`config.mk`:
```
export PLATFORM = sky130hd
export DESIGN_NAME = if_stage
export DESIGN_NICKNAME = d
export VERILOG_FILES = /design/src/rtl/risc_pkg.sv /design/src/rtl/pc_next.sv /design/src/rtl/if_stage.sv
export SDC_FILE = /design/constraint.sdc
export NUM_CORES = 1
export LEC_CHECK = 0
export ABC_AREA = 0
export BUFFER_PORTS_ARGS = -buffer_cell sky130_fd_sc_hd__buf_2
export CAP_MARGIN = 30
export CORE_MARGIN = 4
export CORE_UTILIZATION = 45
export CTS_BUF_LIST = sky130_fd_sc_hd__clkbuf_2 sky130_fd_sc_hd__clkbuf_4 sky130_fd_sc_hd__clkbuf_8
export CTS_CLUSTER_DIAMETER = 30
export DETAILED_ROUTE_END_ITERATION = 10
export HOLD_SLACK_MARGIN = 0.06
export PLACE_DENSITY = 0.76
export SKIP_LAST_GASP = 1
export SLEW_MARGIN = 25
export SYNTH_ARGS = -nofsm -noshare
export SYNTH_HDL_FRONTEND = slang
export SYNTH_SLANG_ARGS = --single-unit
```
`constraint.sdc`:
```
create_clock -name clk -period 1.6 [get_ports clk]
set_input_delay 0.08 -clock clk [delete_from_list [all_inputs] [get_ports clk]]
set_output_delay 0.08 -clock clk [all_outputs]
set_load 0.005 [all_outputs]
```
`src/rtl/risc_pkg.sv`:
```
// Shared definitions for the pipelined RISC front end.
//   PC_W / INSTR_W : program counter and instruction widths
//   NOP_INSTR      : bubble word inserted into the IF/DOF register
//   HALT_OP        : opcode value that stops fetch
//   fetch_state_e  : fetch FSM encoding (2'd3 is illegal)
package risc_pkg;

    localparam int unsigned PC_W    = 16;
    localparam int unsigned INSTR_W = 32;

    // Opcode field position inside an instruction word
    localparam int unsigned OP_MSB = 31;
    localparam int unsigned OP_LSB = 25;

    localparam logic [INSTR_W-1:0]     NOP_INSTR = 32'h0000_0000;
    localparam logic [OP_MSB-OP_LSB:0] HALT_OP   = 7'h7F;

    typedef enum logic [1:0] {
        StBoot   = 2'd0,
        StRun    = 2'd1,
        StHalted = 2'd2
    } fetch_state_e;

    function automatic logic is_halt(input logic [INSTR_W-1:0] instr);
        return instr[OP_MSB:OP_LSB] == HALT_OP;
    endfunction

endpackage

```
`src/rtl/pc_next.sv`:
```
// Combinational next-PC select for the fetch stage.
//   pc_i        : current program counter
//   br_target_i : redirect address
//   branch_i    : take the redirect (wins over hold_i)
//   hold_i      : keep the current PC
//   pc_inc_o    : pc_i + 1, modulo 2^PC_W
//   pc_next_o   : selected next PC
module pc_next
    import risc_pkg::*;
(
    input  logic [PC_W-1:0] pc_i,
    input  logic [PC_W-1:0] br_target_i,
    input  logic            branch_i,
    input  logic            hold_i,
    output logic [PC_W-1:0] pc_inc_o,
    output logic [PC_W-1:0] pc_next_o
);

    localparam logic [PC_W-1:0] PcOne = 1;

    // Plain PC_W-bit add: 16'hFFFF wraps to 16'h0000
    assign pc_inc_o = pc_i + PcOne;

    always_comb begin
        pc_next_o = pc_inc_o;
        if (branch_i) begin
            pc_next_o = br_target_i;
        end else if (hold_i) begin
            pc_next_o = pc_i;
        end
    end

endmodule

```
`src/rtl/if_stage.sv`:
```
// Instruction-fetch stage: owns the PC, drives instruction memory and holds
// the IF/DOF pipeline register feeding the DOF operand muxes.
//   clk, rst   : clock and synchronous active-high reset
//   stall      : hold PC and IF/DOF register (RUN only)
//   br_taken   : redirect to br_target, squashing the fetched word
//   imem_addr  : instruction address (always the PC)
//   imem_data  : combinational instruction memory read data
//   IR, IM     : latched instruction and its low 15 bits
//   PC_1       : PC+1 of the instruction in IR
//   if_valid   : IR holds a real instruction
//   halted     : fetch is stopped on a halt opcode
module if_stage
    import risc_pkg::*;
#(
    parameter logic [PC_W-1:0] RESET_PC = 16'h0000
) (
    input  logic               clk,
    input  logic               rst,
    input  logic               stall,
    input  logic               br_taken,
    input  logic [PC_W-1:0]    br_target,
    output logic [PC_W-1:0]    imem_addr,
    input  logic [INSTR_W-1:0] imem_data,
    output logic [INSTR_W-1:0] IR,
    output logic [14:0]        IM,
    output logic [PC_W-1:0]    PC_1,
    output logic               if_valid,
    output logic               halted
);

    fetch_state_e       state_q, state_d;
    logic [PC_W-1:0]    pc_q, pc_d;
    logic [PC_W-1:0]    pc_inc;
    logic [INSTR_W-1:0] ir_q, ir_d;
    logic [PC_W-1:0]    pc1_q, pc1_d;
    logic               valid_q, valid_d;
    logic               branch;
    logic               hold;

    pc_next u_pc_next (
        .pc_i        (pc_q),
        .br_target_i (br_target),
        .branch_i    (branch),
        .hold_i      (hold),
        .pc_inc_o    (pc_inc),
        .pc_next_o   (pc_d)
    );

    always_comb begin
        state_d = state_q;
        ir_d    = ir_q;
        pc1_d   = pc1_q;
        valid_d = valid_q;
        branch  = 1'b0;
        hold    = 1'b1;

        case (state_q)
            StBoot: begin
                // Single settling cycle; stall is deliberately not consulted
                ir_d    = NOP_INSTR;
                pc1_d   = '0;
                valid_d = 1'b0;
                state_d = StRun;
            end
            StRun: begin
                if (br_taken) begin
                    // Squash whatever is on imem_data this cycle
                    branch  = 1'b1;
                    hold    = 1'b0;
                    ir_d    = NOP_INSTR;
                    pc1_d   = '0;
                    valid_d = 1'b0;
                end else if (stall) begin
                    hold = 1'b1;
                end else if (is_halt(imem_data)) begin
                    // Latch the halt itself but park the PC on its address
                    ir_d    = imem_data;
                    pc1_d   = pc_inc;
                    valid_d = 1'b1;
                    state_d = StHalted;
                end else begin
                    hold    = 1'b0;
                    ir_d    = imem_data;
                    pc1_d   = pc_inc;
                    valid_d = 1'b1;
                end
            end
            StHalted: begin
                ir_d    = NOP_INSTR;
                pc1_d   = '0;
                valid_d = 1'b0;
                if (br_taken) begin
                    branch  = 1'b1;
                    hold    = 1'b0;
                    state_d = StRun;
                end
            end
            default: begin
                // Illegal encoding: recover through BOOT with a bubble
                ir_d    = NOP_INSTR;
                pc1_d   = '0;
                valid_d = 1'b0;
                state_d = StBoot;
            end
        endcase
    end

    always_ff @(posedge clk) begin
        if (rst) begin
            state_q <= StBoot;
            pc_q    <= RESET_PC;
            ir_q    <= NOP_INSTR;
            pc1_q   <= '0;
            valid_q <= 1'b0;
        end else begin
            state_q <= state_d;
            pc_q    <= pc_d;
            ir_q    <= ir_d;
            pc1_q   <= pc1_d;
            valid_q <= valid_d;
        end
    end

    assign imem_addr = pc_q;
    assign IR        = ir_q;
    assign IM        = ir_q[14:0];
    assign PC_1      = pc1_q;
    assign if_valid  = valid_q;
    assign halted    = (state_q == StHalted);

endmodule
```
# ---- Yosys cells after proc, flatten, opt, wreduce, memory -nomap -nowiden
# Index checks and enable logic that the tools add are counted.
dict set report totals {
  inputBits 52
  register_bits 67
  out_inout_bits 81
}
dict set report op_classes {
  muxes 14
  n_reduce_logical 4
  addsub 1
  bitwise_logic 1
  n_eq_ne 8
}
# op count
set op_table {}
lappend op_table {{16-bit two-way mux} 2}
lappend op_table {{16-bit by 1-bit adder with 16-bit output (second input constant)} 1}
lappend op_table {{2-bit inequality test (second input constant)} 5}
lappend op_table {{2-bit two-way mux} 4}
lappend op_table {{7-bit equality test (second input constant)} 1}
lappend op_table {{1-bit two-way mux} 6}
lappend op_table {{2-bit one-hot mux with 3 select lines} 1}
lappend op_table {{4-bit AND reduction} 1}
lappend op_table {{3-bit OR reduction} 1}
lappend op_table {{2-bit by 1-bit equality test with 1-bit output (second input constant)} 1}
lappend op_table {{2-bit equality test (second input constant)} 1}
lappend op_table {{2-bit logical NOT} 1}
lappend op_table {{1-bit one-hot mux with 2 select lines} 1}
lappend op_table {{2-bit OR reduction} 1}
lappend op_table {{1-bit NOT} 1}

# ---- Longest topological paths before layout
dict set report logic_depth {
  ltp_word 7
  mapped_depth 8
  mapped_depth_nobuf 7
}

# ---- Cells and area by module
# From an unflattened synthesis, not the netlist that was laid out.
dict set report unflattened {
  cells_unflattened 353
  hier_area_um2 3236.9
}
# mod seq_area_each_um2 instances cells_per_inst area_per_inst_um2
set modules_own_cells {}
lappend modules_own_cells {if_stage 1341.3 1 234 2483.6}
lappend modules_own_cells {pc_next 0.0 1 119 753.2}

# ---- Worst setup path after synthesis
# OpenSTA, ideal clock, no wires.
dict set report synth_path {
  path_type {register -> register}
  start {register pc_q[0], in the netlist imem_addr[0]}
  end {register pc_q[14], in the netlist imem_addr[14]}
  n_path_buf 0
  slack_ps -165
  period_less_slack_ps 1765
  arrival_ps 1690
  required_ps 1526
  stages_incl_launch_ff 7
  cell_sequence {dfxtp_1 > ha_1 > nand4_1 > or4_4 > nor4_1 > a21oi_1 > o21ai_0}
}
dict set report synth_between {
  elab_chain_len 3
}
# element line_no
set synth_lines {}
lappend synth_lines {{start: declaration} if_stage.sv:32} ;# logic [PC_W-1:0] pc_q, pc_d;
lappend synth_lines {{start signal: assignment} if_stage.sv:117} ;# pc_q <= pc_d;
lappend synth_lines {{16-bit by 1-bit adder with 16-bit output} pc_next.sv:22} ;# assign pc_inc_o = pc_i + PcOne;
lappend synth_lines {{16-bit two-way mux} pc_next.sv:28} ;# end else if (hold_i) begin
lappend synth_lines {{16-bit two-way mux} pc_next.sv:26} ;# if (branch_i) begin
# Every way passes these cells. The select of a mux whose other input is x is not followed.
# A chain may end at the register's enable or synchronous reset.

# ---- Final worst setup path
dict set report layout_path {
  start {register state_q[1]}
  end {register pc_q[5], in the netlist imem_addr[5]}
}
dict set report layout_between {
  elab_chain_len 4
  word_cells_on_any_way 7
  classes_between {3 x eq/ne; 3 x mux; 1 x reduce/logical}
}
# element line_no
set layout_lines {}
lappend layout_lines {{start: declaration} if_stage.sv:31} ;# fetch_state_e state_q, state_d;
lappend layout_lines {{start signal: assignment} if_stage.sv:110} ;# state_q <= StBoot;
lappend layout_lines {{start signal: assignment} if_stage.sv:116} ;# state_q <= state_d;
lappend layout_lines {{2-bit equality test / 2-bit by 1-bit equality test with 1-bit output (equally long branches)} if_stage.sv:57} ;# case (state_q)
lappend layout_lines {{2-bit OR reduction (no source line)} --}
lappend layout_lines {{1-bit two-way mux} --}
lappend layout_lines {{2-bit inequality test (no source line) / 16-bit two-way mux (equally long branches)} --}
# Several ways; a longest one is shown, not always the timed one.

==> flow_metrics.tcl <==
set metrics [dict create \
    worst_slack_ps -70.3 \
    sw_frac_of_total_pct 36.2 \
    maxCapViolations 0 \
    design_area_mm2 0.00499 \
    cts-root-buf "clkbuf_8" \
    status "finished with violations" \
    place_area_mm2 0.00410 \
    synth_ff_type "dfxtp_1" \
    grt_usage_pct 23.8 \
    setup_viol 9 \
    syn_area_mm2 0.00312 \
    critPathRequiredTime_ps 1830 \
    yosys.area_share.simple_pct 19.2 \
    p_leak_nw 2.41 \
    synth_nets 413 \
    ys_seq_area_share_pct 43.0 \
    drv_slew 0 \
    via_per_inst 5.19 \
    period_needed_ps 1670 \
    start_util_pct 46.1 \
    fillerInstances 478 \
    fin_util_pct 73.8 \
    die_w_um 91.2 \
    hp-class "input pin to flop" \
    path_buf_inv 1 \
    cp_max_fo 5 \
    multi_input_area_mm2 0.00177 \
    wl_per_cell_um 16.0 \
    vdd_drop_max_v 0.00113 \
    grt_max_degree 35 \
    crit_arrival_ps 1900 \
    fmax_mhz 599 \
    worst_setup_path_end_kind "flop" \
    yosysTopAreaCell "dfxtp_1" \
    ys_types 45 \
    yosys-mux-area-fraction_pct 11.9 \
    dp_hpwl_um 6730 \
    tightest_slew_ps 548 \
    preCtsSetupSlack_ps -96.0 \
    final_cell_mix "buf_2 (132), dfxtp_1 (61), nor2_1 (60)" \
    synthCells 357 \
    synthXorXnorAreaFrac_pct 3.93 \
    dieArea_mm2 0.00832 \
    dp.cells 576 \
    cts.sinks 67 \
    area.sequential_mm2 0.00136 \
    grt_pass1_vias 3340 \
    slowest_stage "dfxtp_4" \
    cts-htree-levels 3 \
    rsz0062_at_grt "yes" \
    p_switching_mw 2.32 \
    reg2reg_depth 7 \
    drt-pass1-iter-count 4 \
    clk-insertion-delay-late_ps 350 \
    antenna_left 0 \
    combPwrFrac_pct 45.5 \
    ios 133 \
    worstSetupPathType "flop to flop" \
    drt_wl_total_um 10200 \
    violations "negative setup slack" \
    async_flop_share_pct 0 \
    critical_path_depth 7 \
    critPathMaxStageDelay_ps 370 \
    initialDrtViolationCount 142 \
    final_common_cell "buf_2" \
    synth-compound-area-share_pct 12.5 \
    fin_cells 640 \
    cts_tree "yes" \
    cts_buffer_depth 2 \
    cts.clk_slew.worst_paths_ps 70 \
    fin_skew_ps 9.93 \
    pwr_density_cell_mw_per_mm2 1290 \
    finalNetCount 611 \
    grt_overflow 0 \
    area_delta_synth_final_pct 60.0 \
    drc 0 \
    coreArea_mm2 0.00676 \
    synth_edf_count 0 \
    die_h_um 91.2 \
    synth.avg_cell_area_um2 8.73 \
    seq_power_share_pct 32.2 \
    start_kind "flop" \
    gp_congestion 0.872 \
    grt_pass1_wl_um 15900 \
    ys_seq_elements 67 \
    vias 3321 \
    clock_power_share_pct 22.2 \
    crit_family "simple AND/OR/NAND/NOR gates" \
    yosys_warnings 0 \
    slew_headroom_pct 63.5 \
    cts_buffers 9 \
    cp_cell_sequence "inv_4, ha_4, nand4_1, nor2_4, nor2_2, and3_1, a311o_1" \
    final-hold-violation-count 0 \
    internal-power_mw 4.09 \
    ys_top_cells_by_area "dfxtp_1 (43%), mux2i_1 (12%), nor2_1 (7.6%)" \
    synth_top_family_by_area "simple AND/OR/NAND/NOR gates" \
    final.period_utilization_pct 104 \
    n_antenna_cell 0 \
    synth_top_area_share_pct 43.0 \
    num_rows 30 \
    io_buffers 132 \
    yosys.area_share.adder_pct 1.61 \
    antenna_found_initial 0 \
    holdPathStages 3 \
    drive_gt1_share_pct 44.1 \
]
==> final timing paths <==
kind | from | end | slack [ps]
worst min register to register | if_valid | if_valid | 450
worst min-delay path | br_target[12] | imem_addr[12] | 80
worst max register to register | state_q[1] | imem_addr[5] | -70
worst max-delay path | state_q[1] | imem_addr[5] | -70
==> metal layers <==
layer	track usage (%)	vias to the layer above	share of wire, %
met5	0	-	0
met4	10.2	0	2.0
met3	4.81	18	5.9
met2	42.4	148	50
met1	27.6	1545	42
li1	-	1610	-
==> through the flow <==
step           setup TNS (ps)  total power, mW  hold slack [ps]
2_1_floorplan               0             3.30              195
3_3_place_gp             -123             4.31              307
3_5_place_dp             -684             4.37              299
4_1_cts                 -13.7             6.00             67.2
5_1_grt                 -1520             6.76             72.3
6_report                 -145             6.41             83.4
==> cell type report <==
type	count	area share [%]
multi-input combinational	241	35.5
timing repair buffer	223	30.3
sequential	67	27.2
clock buffer	9	2.48
tap	80	2.01
clock inverter	7	1.53
inverter	13	1.03
==> power groups by stage <==
stage          Combinational (mW)  Sequential [mW]  Clock [mW]
2_1_floorplan                1.17             2.13           0
3_3_place_gp                 2.24             2.06           0
3_5_place_dp                 2.30             2.07           0
4_1_cts                      2.50             2.04        1.46
5_1_grt                      3.13             2.09        1.54
6_report                     2.92             2.07        1.43
==> registers in the layout, indices dropped and copies added, names as in the netlist <==
signal	flops
imem_addr	16
PC_1	16
state_q	2
if_valid	1
IR	32
==> Yosys cell counts (2+ instances only) <==
library cell  instances
clkbuf_1             13
dfxtp_1              67
inv_1                13
buf_1                 5
buf_4                15
xor2_1                8
and3_1                2
a211oi_1              4
o21ai_0              12
ha_1                  4
a22oi_1               2
nor3_1                8
o41ai_1               2
buf_2                 3
a21oi_1              19
nand2_1              29
a221oi_1              4
o211ai_1              2
and2_1                2
or2_2                 4
nor4_1                3
xnor2_1               6
a311oi_1              2
mux2i_1              37
nand4_1               3
nand3_1               7
nor2_1               63
==> cell families (layout without fill, tap and decap cells) <==
| group | Yosys count | count (layout) |
|---|---|---|
| compound gates | 59 | 59 |
| xor+xnor | 14 | 14 |
| fa+ha+maj | 4 | 4 |
| buf+inv | 49 | 252 |
| flops | 67 | 67 |
| mux | 37 | 37 |
| simple gates | 127 | 127 |
==> what timing repair did <==
item	4_1_cts	5_1_grt
pin swaps	5	24
setup endpoints to repair	17	23
setup buffers	4	4
endpoints found under the hold margin	43	0
hold buffers	44	0
gates cloned	0	0
gates resized for setup	14	42
==> worst reg2reg max path, cell delays in order, from the launching register on <==
cell and delay [ps]:
dfxtp_4 370, inv_4 80, ha_4 190, nand4_1 190, nor2_4 240, nor2_2 60
and3_1 180, a311o_1 260
No activity file was read; power rests on OpenSTA's default activity.
